`src/rtl/memarb_pkg.sv`:
```
// Shared types and defaults for the data-memory arbiter.
// Holds the FSM state encoding, the window bounds and the port-id type.
package memarb_pkg;

  typedef enum logic [1:0] {
    IDLE   = 2'd0,
    ACCESS = 2'd1,
    RESP   = 2'd2
  } state_t;

  localparam logic [31:0] ADDR_LO_DEFAULT = 32'h0000_0C00;
  localparam logic [31:0] ADDR_HI_DEFAULT = 32'h0000_0CFF;

  typedef logic port_id_t;

  function automatic logic addr_in_window(input logic [31:0] addr,
                                          input logic [31:0] lo,
                                          input logic [31:0] hi);
    return (addr >= lo) && (addr <= hi);
  endfunction

endpackage

```
`src/rtl/memarb_pick.sv`:
```
// Winner selection between the two request ports.
// Fixed priority (port 0) by default; round-robin when MEMARB_RR_EN is defined.
module memarb_pick
  import memarb_pkg::*;
(
`ifdef MEMARB_RR_EN
  input  logic     i_clk,
  input  logic     i_reset,
  input  logic     i_advance,
`endif
  input  logic     i_req0,
  input  logic     i_req1,
  output logic     o_any,
  output port_id_t o_winner
);

  assign o_any = i_req0 | i_req1;

`ifdef MEMARB_RR_EN
  port_id_t last_port;

  // Reset to port 1 as last winner so port 0 wins the first contention.
  always_ff @(posedge i_clk or posedge i_reset) begin
    if (i_reset) begin
      last_port <= 1'b1;
    end else if (i_advance) begin
      last_port <= o_winner;
    end
  end

  always_comb begin
    if (i_req0 && i_req1) begin
      o_winner = ~last_port;
    end else begin
      o_winner = port_id_t'(!i_req0);
    end
  end
`else
  assign o_winner = port_id_t'(!i_req0);
`endif

endmodule

```
`src/rtl/mem_data_arbiter.sv`:
```
// Two-port arbiter/sequencer for the shared data memory window.
// Arbitration mode selected by MEMARB_RR_EN (round-robin) or fixed priority when undefined.
module mem_data_arbiter
  import memarb_pkg::*;
#(
  parameter logic [31:0] ADDR_LO = ADDR_LO_DEFAULT,
  parameter logic [31:0] ADDR_HI = ADDR_HI_DEFAULT
) (
  input  logic        i_clk,
  input  logic        i_reset,
  input  logic        i_req0,
  input  logic        i_req1,
  input  logic        i_we0,
  input  logic        i_we1,
  input  logic [31:0] i_addr0,
  input  logic [31:0] i_addr1,
  input  logic [31:0] i_wdata0,
  input  logic [31:0] i_wdata1,
  output logic        o_gnt0,
  output logic        o_gnt1,
  output logic        o_rsp_valid0,
  output logic        o_rsp_valid1,
  output logic        o_rsp_err,
  output logic [31:0] o_rsp_rdata,
  output logic        o_mem_write,
  output logic        o_mem_read,
  output logic [31:0] o_mem_addr,
  output logic [31:0] o_mem_wdata,
  input  logic [31:0] i_mem_rdata,
  output logic        o_busy
);

  state_t      state, state_nxt;
  logic        any_req;
  logic        take;
  port_id_t    winner;
  logic        sel_we;
  logic        sel_ok;
  logic [31:0] sel_addr;
  logic [31:0] sel_wdata;
  logic        lat_we;
  logic        lat_ok;
  port_id_t    lat_port;

  memarb_pick u_pick (
`ifdef MEMARB_RR_EN
    .i_clk     (i_clk),
    .i_reset   (i_reset),
    .i_advance (take),
`endif
    .i_req0    (i_req0),
    .i_req1    (i_req1),
    .o_any     (any_req),
    .o_winner  (winner)
  );

  // Grant is only possible in IDLE and is held off while reset is asserted.
  assign take   = (state == IDLE) && any_req && !i_reset;
  assign o_gnt0 = take && (winner == 1'b0);
  assign o_gnt1 = take && (winner == 1'b1);

  always_comb begin
    sel_we    = i_we0;
    sel_addr  = i_addr0;
    sel_wdata = i_wdata0;
    if (winner == 1'b1) begin
      sel_we    = i_we1;
      sel_addr  = i_addr1;
      sel_wdata = i_wdata1;
    end
    sel_ok = addr_in_window(sel_addr, ADDR_LO, ADDR_HI);
  end

  always_comb begin
    state_nxt = state;
    case (state)
      IDLE:    if (take) state_nxt = ACCESS;
      ACCESS:  state_nxt = RESP;
      RESP:    state_nxt = IDLE;
      default: state_nxt = IDLE;
    endcase
  end

  always_ff @(posedge i_clk or posedge i_reset) begin
    if (i_reset) begin
      state <= IDLE;
    end else begin
      state <= state_nxt;
    end
  end

  always_ff @(posedge i_clk or posedge i_reset) begin
    if (i_reset) begin
      lat_we   <= 1'b0;
      lat_ok   <= 1'b0;
      lat_port <= 1'b0;
    end else if (take) begin
      lat_we   <= sel_we;
      lat_ok   <= sel_ok;
      lat_port <= winner;
    end
  end

  // Memory controls are loaded on the grant edge so they are live for the ACCESS cycle only;
  // the address/data registers double as the payload latch.
  always_ff @(posedge i_clk or posedge i_reset) begin
    if (i_reset) begin
      o_mem_write  <= 1'b0;
      o_mem_read   <= 1'b0;
      o_mem_addr   <= '0;
      o_mem_wdata  <= '0;
      o_rsp_valid0 <= 1'b0;
      o_rsp_valid1 <= 1'b0;
      o_rsp_err    <= 1'b0;
      o_rsp_rdata  <= '0;
      o_busy       <= 1'b0;
    end else begin
      o_mem_write  <= take && sel_ok && sel_we;
      o_mem_read   <= take && sel_ok && !sel_we;
      o_mem_addr   <= take ? sel_addr  : '0;
      o_mem_wdata  <= take ? sel_wdata : '0;
      o_rsp_valid0 <= (state == ACCESS) && (lat_port == 1'b0);
      o_rsp_valid1 <= (state == ACCESS) && (lat_port == 1'b1);
      o_rsp_err    <= (state == ACCESS) && !lat_ok;
      o_rsp_rdata  <= ((state == ACCESS) && lat_ok && !lat_we) ? i_mem_rdata : '0;
      o_busy       <= (state_nxt != IDLE);
    end
  end

endmodule

```
`config.mk`:
```
export PLATFORM = sky130hd
export DESIGN_NAME = mem_data_arbiter
export DESIGN_NICKNAME = d
export VERILOG_FILES = /design/src/rtl/memarb_pkg.sv /design/src/rtl/memarb_pick.sv /design/src/rtl/mem_data_arbiter.sv
export SDC_FILE = /design/constraint.sdc
export NUM_CORES = 1
export LEC_CHECK = 0
export CAP_MARGIN = 20
export CELL_PAD_IN_SITES_DETAIL_PLACEMENT = 1
export CELL_PAD_IN_SITES_GLOBAL_PLACEMENT = 1
export CORE_AREA = 2 2 103 105
export CTS_CLUSTER_SIZE = 20
export DETAILED_ROUTE_END_ITERATION = 10
export DIE_AREA = 0 0 105 107
export DONT_BUFFER_PORTS = 1
export PLACE_DENSITY_LB_ADDON = 0.1
export SYNTH_ARGS = -nofsm -noshare
export SYNTH_HDL_FRONTEND = slang
export SYNTH_SLANG_ARGS = --single-unit
```
`constraint.sdc`:
```
create_clock -name i_clk -period 7.5 [get_ports i_clk]
set_input_delay 0.75 -clock i_clk [delete_from_list [all_inputs] [get_ports i_clk]]
set_output_delay 0.75 -clock i_clk [all_outputs]
set_load 0.01 [all_outputs]
```
==> flow_summary.toml <==
[setup_path]
cp_num_cells = 4
r2r_cells = 5
worstReg2RegEnd = "o_mem_write$_DFF_PP0_"
worst_setup_path_start_kind = "input pin"
path_buf_inv = 1
critPathSlowestCell = "or3_2"
critPathMaxStageDelay_ns = 0.64
setup.worst_path.end = "o_gnt0"
worstSetupPathType = "input pin to primary output"
cp_data_required_time_ns = 6.75
end_kind = "primary output"
reg2reg_from = "state[1]$_DFF_PP0_"
crit_start = "i_reset"
reg2reg_slack_ns = 5.52
crit_family = "simple AND/OR/NAND/NOR gates"
cp_max_fo = 24
cp_data_arrival_time_ns = 1.86
path_cells = "o21bai_1 -> or3_2 -> inv_1 -> and2_1"

[timing]
max_freq_ghz = 0.384
period_needed_ns = 2.61
hold_viol_final = 0
post-route-period-util = 0.348
fin_skew_ns = 0.0140
rsz0062_at_grt = "no"
drv_slew = 0
slew_headroom = 0.539
worst_pin_slew_ns = 0.691
tns_ns = 0
setup_violations = 0

[grt]
grt.overflow.total = 0
grtUsageTotal = 0.172
grt_max_degree = 71
antenna_found_initial = 0
grt_pass1_wl_mm = 14.7
grt_pass1_vias = 2560

[placement]
gp_congestion = 0.763
io_buffers = 0
dpl.hpwl_mm = 7.39

[logic_synthesis]
yosys.area_share.simple = 0.150
synth_area_um2 = 4100
synthMuxAreaShare = 0.159
postSynthAreaPerCell_um2 = 12.5
synth_cell_types = 22
ys_seq_area_frac = 0.653
yosysWarnings = 0
synth_compound_area_frac = 0.00733
synth_fa_ha_area_frac = 0
synthCells = 328
ys_ff_latch = 107
synth_top_family_by_area = "multiplexers"
syn_nets = 494
yosys.area_share.xor_xnor = 0

[drt]
ant_nets = 0
viasPerCell = 5.24
dr.pass1.iters = 4
drc_errors = 0
drt_iter0_drc = 54
wl_mm = 9.85
num_vias = 2422
wire_per_inst_um = 21.3

[die]
ios = 270
initial_utilization = 0.406
core-area_um2 = 10100
die_w_um = 105
die_h_um = 107
rows = 37
die_area_um2 = 11200

[clock_tree]
clk_transition_reported_paths_ns = 0.10
ctsHoldBuffers = 0
cts_tree = "built"
cts.path.max_buffers = 2
cts_made_buffers = 9
cts-root-buf = "clkbuf_8"
clock_latency_ns = 0.36
cts-htree-levels = 3
numClockSinks = 107
postCtsSetupRepairBufs = 0
cts-resized-gates = 0

[worst_hold_path]
hold_path_class = "input pin to async pin"

[power_and_ir_drop]
power_leakage_nw = 2.25
power_w = 0.00107
cellPowerDensity_nw_per_um2 = 244
ir_worst_vdd_mv = 0.0810

[outcome]
status = "completed"

[layout]
drive_gt1_frac = 0.0613
multi_input_area_um2 = 1300
syn_to_final_growth_pct = 7.33
n_fill_cell = 1078
antennaDiodeCount = 0
fin_nets = 489
seqCellArea_um2 = 2680

[job]
cap_violations = 0
layout make-up:
cell class	instances	area share
flip-flops and latches	107	0.609
multi-input cells	197	0.296
clock buffers	10	0.0290
well taps	136	0.0387
inverters	5	0.00484
clock inverters	4	0.0174
repair buffers	3	0.00512
how the worst min path moves through the flow:
| stage | from | to | depth (start not counted) |
|---|---|---|---|
| finish | i_reset | o_mem_addr[20]$_DFF_PP0_ | 1 |
| global placement | state[1]$_DFF_PP0_ | o_busy$_DFF_PP0_ | 1 |
| CTS | i_reset | o_mem_addr[20]$_DFF_PP0_ | 1 |
| floorplan | state[1]$_DFF_PP0_ | o_busy$_DFF_PP0_ | 1 |
| detailed placement | state[1]$_DFF_PP0_ | o_busy$_DFF_PP0_ | 1 |
| global route | i_reset | o_mem_addr[20]$_DFF_PP0_ | 1 |
placed cells by master (no fill, tap or decap):
cell type | Yosys | final
and2_1 | 34 | 34
o21ai_0 | 1 | 1
inv_4 | 0 | 1
nor3b_2 | 0 | 1
bufinv_16 | 0 | 2
clkbuf_8 | 0 | 9
nand2_1 | 5 | 5
or3_2 | 0 | 1
nor2_2 | 1 | 1
a21oi_1 | 1 | 1
nand2b_1 | 1 | 1
dfrtp_1 | 107 | 107
inv_1 | 5 | 4
o21bai_1 | 1 | 1
inv_6 | 0 | 1
clkinvlp_4 | 0 | 1
mux2i_1 | 65 | 65
o21ai_1 | 1 | 1
clkbuf_1 | 9 | 1
nor4_1 | 9 | 9
nor2_1 | 70 | 70
a21o_1 | 1 | 1
nor4b_1 | 3 | 3
buf_4 | 1 | 3
nand4_1 | 2 | 2
synthesized netlist by cell type, drive strengths merged:
| cell type | count | area share |
|---|---|---|
| nor2 | 71 | 0.066 |
| dfrtp | 107 | 0.65 |
| o21ai | 2 | 0.0024 |
| inv | 5 | 0.0046 |
| nand4 | 2 | 0.0031 |
| nand2 | 5 | 0.0046 |
| nor4 | 9 | 0.014 |
| nor4b | 3 | 0.0064 |
| a21oi | 1 | 0.0012 |
| nand2b | 1 | 0.0015 |
| mux2i | 65 | 0.16 |
| buf | 10 | 0.017 |
| clkbuf | 9 | 0.0082 |
| o21bai | 1 | 0.0018 |
| a21o | 1 | 0.0018 |
| nor3b | 1 | 0.0018 |
| or3 | 1 | 0.0015 |
| and2 | 34 | 0.052 |
sequential cells by signal, indices dropped and copies added (netlist names), 2 cells and up:
name / flops
o_rsp_rdata: 32
o_mem_addr: 32
state: 2
o_mem_wdata: 32
metal layers:
metal,GRT usage,share of wire
met1,0.187,0.36
met4,0.0638,0.017
met2,0.299,0.52
met3,0.0717,0.10
met5,0,0
kinds of logic (layout without fill, tap and decap cells):
kind of cell | after synthesis | in the layout
buf+inv | 24 | 22
mux | 65 | 65
flops | 107 | 107
compound gates | 5 | 5
simple gates | 127 | 127
report_power, final:
group	total [W]	leakage [nW]	switching, W	internal (W)
registers	0.000635	1.46	0.0000295	0.000605
logic	0.0000678	0.691	0.0000399	0.0000279
clock network	0.000372	0.0988	0.000186	0.000186
worst reg2reg max path, stage by stage (launching register included):
cell	delay [ns]
dfrtp_1	0.41
or3_2	0.71
buf_4	0.37
nor2_2	0.20
o21ai_1	0.12
nor2_1	0.11
through the flow:
stage	utilization	cells	instance area (um2)	hold slack, ns	setup WS (ns)
after floorplan	-	328	4100	0.406	3.93
after global placement	0.416	448	4190	0.447	4.89
after detailed placement	0.416	448	4190	0.443	4.87
after CTS	0.436	462	4400	0.381	4.87
after global routing	0.436	462	4400	0.406	4.78
final	0.436	462	4400	0.368	4.89
(Power assumes the default switching activity.)
